### src/rtl/yuv422_to_yuv444.sv
// yuv422_to_yuv444
//   Chroma upsampler from a 16-bit YUV 4:2:2 stream to 8:8:8 Y/U/V per pixel.
//   Every input signal takes a fixed 4 clk to reach the outputs. Odd pixels
//   can interpolate chroma from the next pair. A short window of samples
//   that have already arrived supplies that lookahead.
//
// Parameters
//   INTERP   : 1 = odd-pixel chroma is the rounded average of pairs k and k+1,
//              0 = odd pixel repeats the chroma of its own pair
//   CB_FIRST : 1 = even pixel carries Cb and odd pixel carries Cr, 0 = swapped
//
// Ports
//   clk, rst_n        : pixel clock, asynchronous active-low reset
//   per_img_vsync/href/deo : input sync and data enable
//   per_img_data      : [15:8] Y, [7:0] chroma sample (Cb or Cr by phase)
//   post_img_vsync/href/deo : syncs delayed 4 clk
//   post_img_y/u/v    : luma, Cb, Cr (all zero while post_img_deo is low)
module yuv422_to_yuv444 #(
    parameter int unsigned INTERP   = 1,
    parameter int unsigned CB_FIRST = 1
) (
    input  logic        clk,
    input  logic        rst_n,
    input  logic        per_img_vsync,
    input  logic        per_img_href,
    input  logic        per_img_deo,
    input  logic [15:0] per_img_data,
    output logic        post_img_vsync,
    output logic        post_img_href,
    output logic        post_img_deo,
    output logic [7:0]  post_img_y,
    output logic [7:0]  post_img_u,
    output logic [7:0]  post_img_v
);

    typedef enum logic {
        PH_EVEN = 1'b0,
        PH_ODD  = 1'b1
    } phase_e;

    typedef struct packed {
        logic       vs;
        logic       hr;
        logic       de;
        phase_e     ph;
        logic [7:0] y;
        logic [7:0] c;
    } samp_t;

    // Window of samples. Index 0 holds the newest sample and index 4 the
    // oldest. Index 3 is the pixel being emitted. Indices 2 and 1 are the
    // next two pixels (lookahead), and index 4 is the previous pixel, which
    // holds the even-slot chroma of an odd pixel's pair.
    localparam int unsigned DEPTH = 5;

    phase_e      phase_q, phase_d;
    samp_t       in_s;
    samp_t       pipe_q [DEPTH];

    logic        vsync_q, href_q, deo_q;
    logic [7:0]  y_q, u_q, v_q;
    logic [7:0]  y_d, u_d, v_d;
    logic [7:0]  slot_a;   // chroma belonging to the even position of the pair
    logic [7:0]  slot_b;   // chroma belonging to the odd position of the pair

    function automatic logic [7:0] avg8(input logic [7:0] a, input logic [7:0] b);
        logic [8:0] sum;
        sum = {1'b0, a} + {1'b0, b} + 9'd1;
        return sum[8:1];
    endfunction

    always_comb begin
        phase_d = PH_EVEN;
        if (per_img_deo) begin
            phase_d = (phase_q == PH_EVEN) ? PH_ODD : PH_EVEN;
        end
        in_s.vs = per_img_vsync;
        in_s.hr = per_img_href;
        in_s.de = per_img_deo;
        in_s.ph = phase_q;
        in_s.y  = per_img_data[15:8];
        in_s.c  = per_img_data[7:0];
    end

    // A de=1 window neighbour of the current pixel belongs to the same run
    // only if no de=0 sample lies between them. So the second lookahead
    // (index 1) also depends on index 2 being valid.
    always_comb begin
        slot_a = pipe_q[3].c;
        slot_b = 8'd128;
        if (pipe_q[3].ph == PH_EVEN) begin
            if (pipe_q[2].de) begin
                slot_b = pipe_q[2].c;
            end
        end else begin
            slot_a = pipe_q[4].c;
            slot_b = pipe_q[3].c;
            if (INTERP != 0) begin
                if (pipe_q[2].de) begin
                    slot_a = avg8(pipe_q[4].c, pipe_q[2].c);
                end
                if (pipe_q[2].de && pipe_q[1].de) begin
                    slot_b = avg8(pipe_q[3].c, pipe_q[1].c);
                end
            end
        end

        y_d = '0;
        u_d = '0;
        v_d = '0;
        if (pipe_q[3].de) begin
            y_d = pipe_q[3].y;
            u_d = (CB_FIRST != 0) ? slot_a : slot_b;
            v_d = (CB_FIRST != 0) ? slot_b : slot_a;
        end
    end

    always_ff @(posedge clk or negedge rst_n) begin
        if (!rst_n) begin
            phase_q <= PH_EVEN;
            for (int unsigned i = 0; i < DEPTH; i++) begin
                pipe_q[i] <= '0;
            end
            vsync_q <= 1'b0;
            href_q  <= 1'b0;
            deo_q   <= 1'b0;
            y_q     <= '0;
            u_q     <= '0;
            v_q     <= '0;
        end else begin
            phase_q   <= phase_d;
            pipe_q[0] <= in_s;
            for (int unsigned i = 1; i < DEPTH; i++) begin
                pipe_q[i] <= pipe_q[i-1];
            end
            vsync_q <= pipe_q[3].vs;
            href_q  <= pipe_q[3].hr;
            deo_q   <= pipe_q[3].de;
            y_q     <= y_d;
            u_q     <= u_d;
            v_q     <= v_d;
        end
    end

    assign post_img_vsync = vsync_q;
    assign post_img_href  = href_q;
    assign post_img_deo   = deo_q;
    assign post_img_y     = y_q;
    assign post_img_u     = u_q;
    assign post_img_v     = v_q;

endmodule

### config.mk
export PLATFORM = sky130hd
export DESIGN_NAME = yuv422_to_yuv444
export DESIGN_NICKNAME = d
export VERILOG_FILES = /design/src/rtl/yuv422_to_yuv444.sv
export SDC_FILE = /design/constraint.sdc
export NUM_CORES = 1
export LEC_CHECK = 0
export BUFFER_PORTS_ARGS = -buffer_cell sky130_fd_sc_hd__buf_2
export CAP_MARGIN = 20
export CORE_MARGIN = 5
export CORE_UTILIZATION = 55
export CTS_CLUSTER_DIAMETER = 40
export DETAILED_ROUTE_END_ITERATION = 6
export PLACE_DENSITY = 0.82
export SLEW_MARGIN = 20
export SYNTH_ARGS = -nofsm -noshare
export SYNTH_HDL_FRONTEND = slang
export SYNTH_SLANG_ARGS = --single-unit
### constraint.sdc
create_clock -name clk -period 2.2 [get_ports clk]
set_input_delay 0.44 -clock clk [delete_from_list [all_inputs] [get_ports clk]]
set_output_delay 0.44 -clock clk [all_outputs]
set_load 0.005 [all_outputs]
**Yosys cells after proc, flatten, opt, wreduce, memory -nomap -nowiden**

Index checks and enable logic that the tools add are counted.

- Logic and storage cells: 47
- Flip-flop bits (word level): 116

- Multiplexer cells: 10
- $add $sub $neg: 4
- Reduce and logical (&&, ||, !) cells: 1

Operator list:

| operator | number |
|---|---|
| $mux W8 | 8 |
| $add A8 B8 Y9 | 2 |
| $add A9 B1 Y9 const B | 2 |
| $mux W1 | 2 |
| $logic_and A1 B1 Y1 | 1 |

**Logic depth before layout (Yosys ltp)**

- Depth in word-level cells: 5
- Depth in mapped cells: 7
- Gate-level depth less buffers: 7

**Worst setup path before layout**

No wires, ideal clock.

- Kind: register to register
- Start: reg pipe_q[21] in the netlist's numbering
- End: reg v_q[5] (netlist: post_img_v[5])
- Library setup time: 94 ps
- Clock period less this slack: 1827 ps
- Path slack: 373 ps
- Buffers on the path: 0
- Arrival: 1733 ps
- Stages on the path, launching flop included: 8
- Cells stage by stage: dfrtp_1 -> inv_1 -> fa_1 -> nor2b_4 -> o2111ai_2 -> nand3_2 -> mux2_4 -> a221oi_2

- Word-level cells in the longest chain between the ends: 5

Ends and longest elaborated chain:

| element | RTL line | RTL |
|---|---|---|
| from (decl) | 58 | `samp_t pipe_q [DEPTH];` |
| from (signal, indexed assignment) | 134 | `pipe_q[i] <= pipe_q[i-1];` |
| $add A8 B8 Y9 | 68 | `sum = {1'b0, a} + {1'b0, b} + 9'd1;` |
| $add A9 B1 Y9 | 68 |  |
| $mux W8 | 102 | `if (pipe_q[2].de && pipe_q[1].de) begin` |
| $mux W8 | 91 | `if (pipe_q[3].ph == PH_EVEN) begin` |
| $mux W8 | 111 | `if (pipe_q[3].de) begin` |
| named net v_d[5] | 62 | `logic [7:0] y_d, u_d, v_d;` |
| to (signal assigned) | 141 | `v_q <= v_d;` |
| to (decl) | 61 | `logic [7:0] y_q, u_q, v_q;` |

The timed path passes the listed nets, and every way through them passes these cells.

**Worst setup path after layout**

Same ends and word-level chain as after synthesis.

==> results_tabular.tex <==
\begin{tabular}{lr}
\hline
Metric & Value \\
\hline
\multicolumn{2}{l}{\textbf{Yosys}} \\
Number of instances in the synthesized netlist & 274 \\
Register bit count reported by yosys & 116 \\
Async set-reset flop share out of synthesis & 100\% \\
Netlist area before placement & around 0.004 mm² \\
Sequential area share after synthesis & 72.8\% \\
Avg Synthesized Cell Area & 14.6 µm² \\
Number of warnings issued by yosys & 0 \\
Ys flop type & sky130\_fd\_sc\_hd\_\_dfrtp\_1 \\
Synthesized netlist net count & 311 \\
Number of distinct standard cells referenced by the synthesized netlist & 45 \\
Number of flops mapped to enable cells by yosys & 0 \\
\multicolumn{2}{l}{\textbf{Timing}} \\
Slew at the pin with the worst max-slew slack & 0.610 ns \\
Endpoints failing setup & 0 \\
Worst hold-check slack & -0.0212 ns \\
Period utilization & 94.4\% \\
Setup repair after global routing missed its margin & no \\
Setup TNS & 0 ns \\
Worst rel slew slack & between 50\% and 60\% \\
Final worst slack & 0.123 ns \\
Number of failing hold endpoints at the final stage & 14 \\
Maximum clock frequency & just under 500 MHz \\
Final max-slew violation count & 0 \\
Min cycle time layout & 2.08 ns \\
Setup skew after layout & 0.00910 ns \\
\multicolumn{2}{l}{\textbf{Run status}} \\
Outcome & finished, violations left \\
Failing checks & negative hold slack \\
\multicolumn{2}{l}{\textbf{Clocking}} \\
Clock sink count & 116 \\
Number of hold-repair buffers added at the cts stage & 0 \\
Number of gates resized after CTS & 0 \\
Number of buffers created by CTS & 17 \\
Maximum count of clock buffers along a single path & 2 \\
Number of buffers added for setup after CTS & 0 \\
Clock input transition at the sequential cells of the worst setup and hold paths & 0.06 ns \\
Clock network latency to the later pin of the worst-skew pair & 0.52 ns \\
Clock tree from TritonCTS & built \\
Clock root cell & sky130\_fd\_sc\_hd\_\_clkbuf\_8 \\
H-tree depth & 4 \\
\multicolumn{2}{l}{\textbf{Power and ir drop}} \\
Worst supply voltage drop on vdd & 0.000648 V \\
Post-layout total power & 5.54 mW \\
Pwr dens & 1110 mW/mm² \\
LEAKAGE & around 2.4 nW \\
\multicolumn{2}{l}{\textbf{Cells and area}} \\
Commonest non-fill, non-tap cell in the layout & sky130\_fd\_sc\_hd\_\_dfrtp\_1 \\
Layout overhead on the synthesized area & 25.0\% \\
Finished layout cell area & 0.00499 mm² \\
Most frequent cells in the layout & 116 x sky130\_fd\_sc\_hd\_\_dfrtp\_1, 46 x sky130\_fd\_sc\_hd\_\_buf\_2, 16 x sky130\_fd\_sc\_hd\_\_clkbuf\_16 \\
Ratio of cells with drive above 1 in the final layout & 25.5\% \\
Post-layout utilization of the core & 69.5\% \\
Ant. Diodes & 0 \\
Nets@finish & 373 \\
\multicolumn{2}{l}{\textbf{GRT}} \\
Total gr overflow & 0 \\
Largest net degree at the start of global routing & $\sim$120 \\
Global-route wire length before repair & 12300 µm \\
Number of global-route vias before repair & 2405 \\
GRT Resource Usage Total & 18.5\% \\
Number of antenna violations at the first check in global routing & 0 \\
\multicolumn{2}{l}{\textbf{Floorplanning}} \\
Die height & about 95 µm \\
Core area & 0.00718 mm² \\
Initial standard-cell utilization of the core & a little under three fifths \\
Full die area & $\sim$0.0091 mm² \\
Horizontal die dimension & approximately 95 µm \\
Number of top-level pins & between 40 and 50 \\
Number of cell rows & 31 \\
\multicolumn{2}{l}{\textbf{Routing}} \\
Drt initial violations & around 380 \\
Total iterations of the first detailed-routing run & 5 \\
Number of nets still failing antenna checks after routing & 0 \\
Via count & 2433 \\
Average wire per standard cell & 16.7 µm \\
Via density per instance & 5.43 \\
DRC violations left & 0 \\
Final wirelength & approximately 7500 µm \\
\multicolumn{2}{l}{\textbf{Placed design}} \\
Placed Area & 0.00436 mm² \\
Input/output buffers & 47 \\
Post-detail-place hpwl & 4350 µm \\
Placer congestion estimate & 0.907 \\
Pre-CTS setup slack & approximately 0.25 ns \\
\multicolumn{2}{l}{\textbf{Critical path}} \\
Data arrival, critical path & 2.49 ns \\
Crit path kind & reg -> reg \\
Kind of start point of the critical path & flop \\
Slowest cell delay on critical path & 0.50 ns \\
Critical path cell sequence & inv\_1 -> fa\_1 -> nor2b\_4 -> o2111ai\_2 -> nand3\_2 -> mux2\_4 -> a221oi\_2 \\
Worst setup slack for register-to-register paths & roughly 0.12 ns \\
Type of element capturing the critical path & flop \\
Largest driver fanout on the critical path & 5 \\
Critical path required time & about 2.6 ns \\
Worst reg2reg path endpoint & post\_img\_v[5] \\
Worst path slowest cell & sky130\_fd\_sc\_hd\_\_fa\_1 \\
Worst r2r src & pipe\_q[21] \\
Worst-case reg-to-reg path depth & 7 \\
\multicolumn{2}{l}{\textbf{Hold path}} \\
Min-delay worst type & in -> async \\
\multicolumn{2}{l}{\textbf{Flow run}} \\
Number of max-capacitance violations reported & 0 \\
\hline
\end{tabular}
==> synth_stat cells (all sizes together) (3+ instances only) <==
master	number	area share [%]
a31oi	3	0.47
nand2	15	1.4
dfrtp	116	73
o21ai	8	1.0
ha	14	4.4
o21a	3	0.56
a21oi	14	1.8
nor3	3	0.38
o221ai	3	0.66
a22oi	4	0.75
nor2b	6	1.2
mux2i	3	0.75
xor2	5	1.1
o211ai	4	0.75
nor2	11	1.0
buf	4	0.47
inv	11	1.0
and3	4	0.63
clkbuf	4	0.38
o2111ai	3	0.82
a211oi	3	0.56
and2	9	1.4
==> cell families after synthesis <==
logic type                 share of synthesized area (%)
DFF                                                 72.7
AOI/OAI and AO/OA                                   9.75
and+or+nand+nor                                     7.56
buffers and inverters                               1.88
adders and majority gates                           5.39
xor gates and xnor gates                            1.54
muxes                                               1.13
==> per-stage QoR <==
| stage | std cells | hold slack [ns] |
|---|---|---|
| after floorplan | 274 | 0.144 |
| after global placement | 416 | 0.332 |
| after detailed placement | 416 | 0.335 |
| after CTS | 448 | 0.0112 |
| after global routing | 448 | 0.0110 |
| final | 448 | -0.0212 |
==> cell type report <==
class	count	area, µm²
multi-input combinational	139	1010
clock buffer	19	432
clock inverter	13	196
inverter	11	41.3
sequential	116	2900
tap	99	124
timing repair buffer	51	280
fill	445	2190
==> sequential cells by signal (all words and copies together) (netlist names) <==
register and flops:
pipe_q 88, post_img_deo 1, post_img_href 1, phase_q 1
post_img_y 8, post_img_u 8, post_img_vsync 1, post_img_v 8
==> metal layers <==
metal	vias up	share of wire [%]	track usage, %
li1	1086	-	-
met1	1192	40	23.8
met2	124	50	27.8
met3	31	7.3	6.16
met4	0	3.4	10.3
met5	-	0	0
==> worst max-delay path, delay by kind of cell (launching register included) <==
| kind | cells | cell delay (ns) |
|---|---|---|
| flops | 1 | 0.45 |
| fa+ha+maj | 1 | 0.50 |
| compound gates | 2 | 0.37 |
| simple gates | 2 | 0.26 |
| buf+inv | 1 | 0.09 |
| mux | 1 | 0.30 |
==> power breakdown <==
part	switching, mW	internal, mW	total [mW]	leakage (nW)
sequential	0.0633	2.25	2.32	1.39
clock	0.979	1.88	2.86	0.300
combinational	0.205	0.151	0.356	0.716
==> worst max path at each step <==
stage	startpoint	cells after the start	endpoint	slack (ns)
2_1_floorplan	pipe_q[21]	7	post_img_v[5]	0.37
3_3_place_gp	pipe_q[21]	7	post_img_v[5]	0.32
3_5_place_dp	pipe_q[21]	7	post_img_v[5]	0.25
4_1_cts	pipe_q[21]	7	post_img_v[5]	0.15
5_1_grt	pipe_q[21]	7	post_img_v[5]	0.02
6_report	pipe_q[21]	7	post_img_v[5]	0.12
Note: power is estimated with default switching activity, not from simulation.
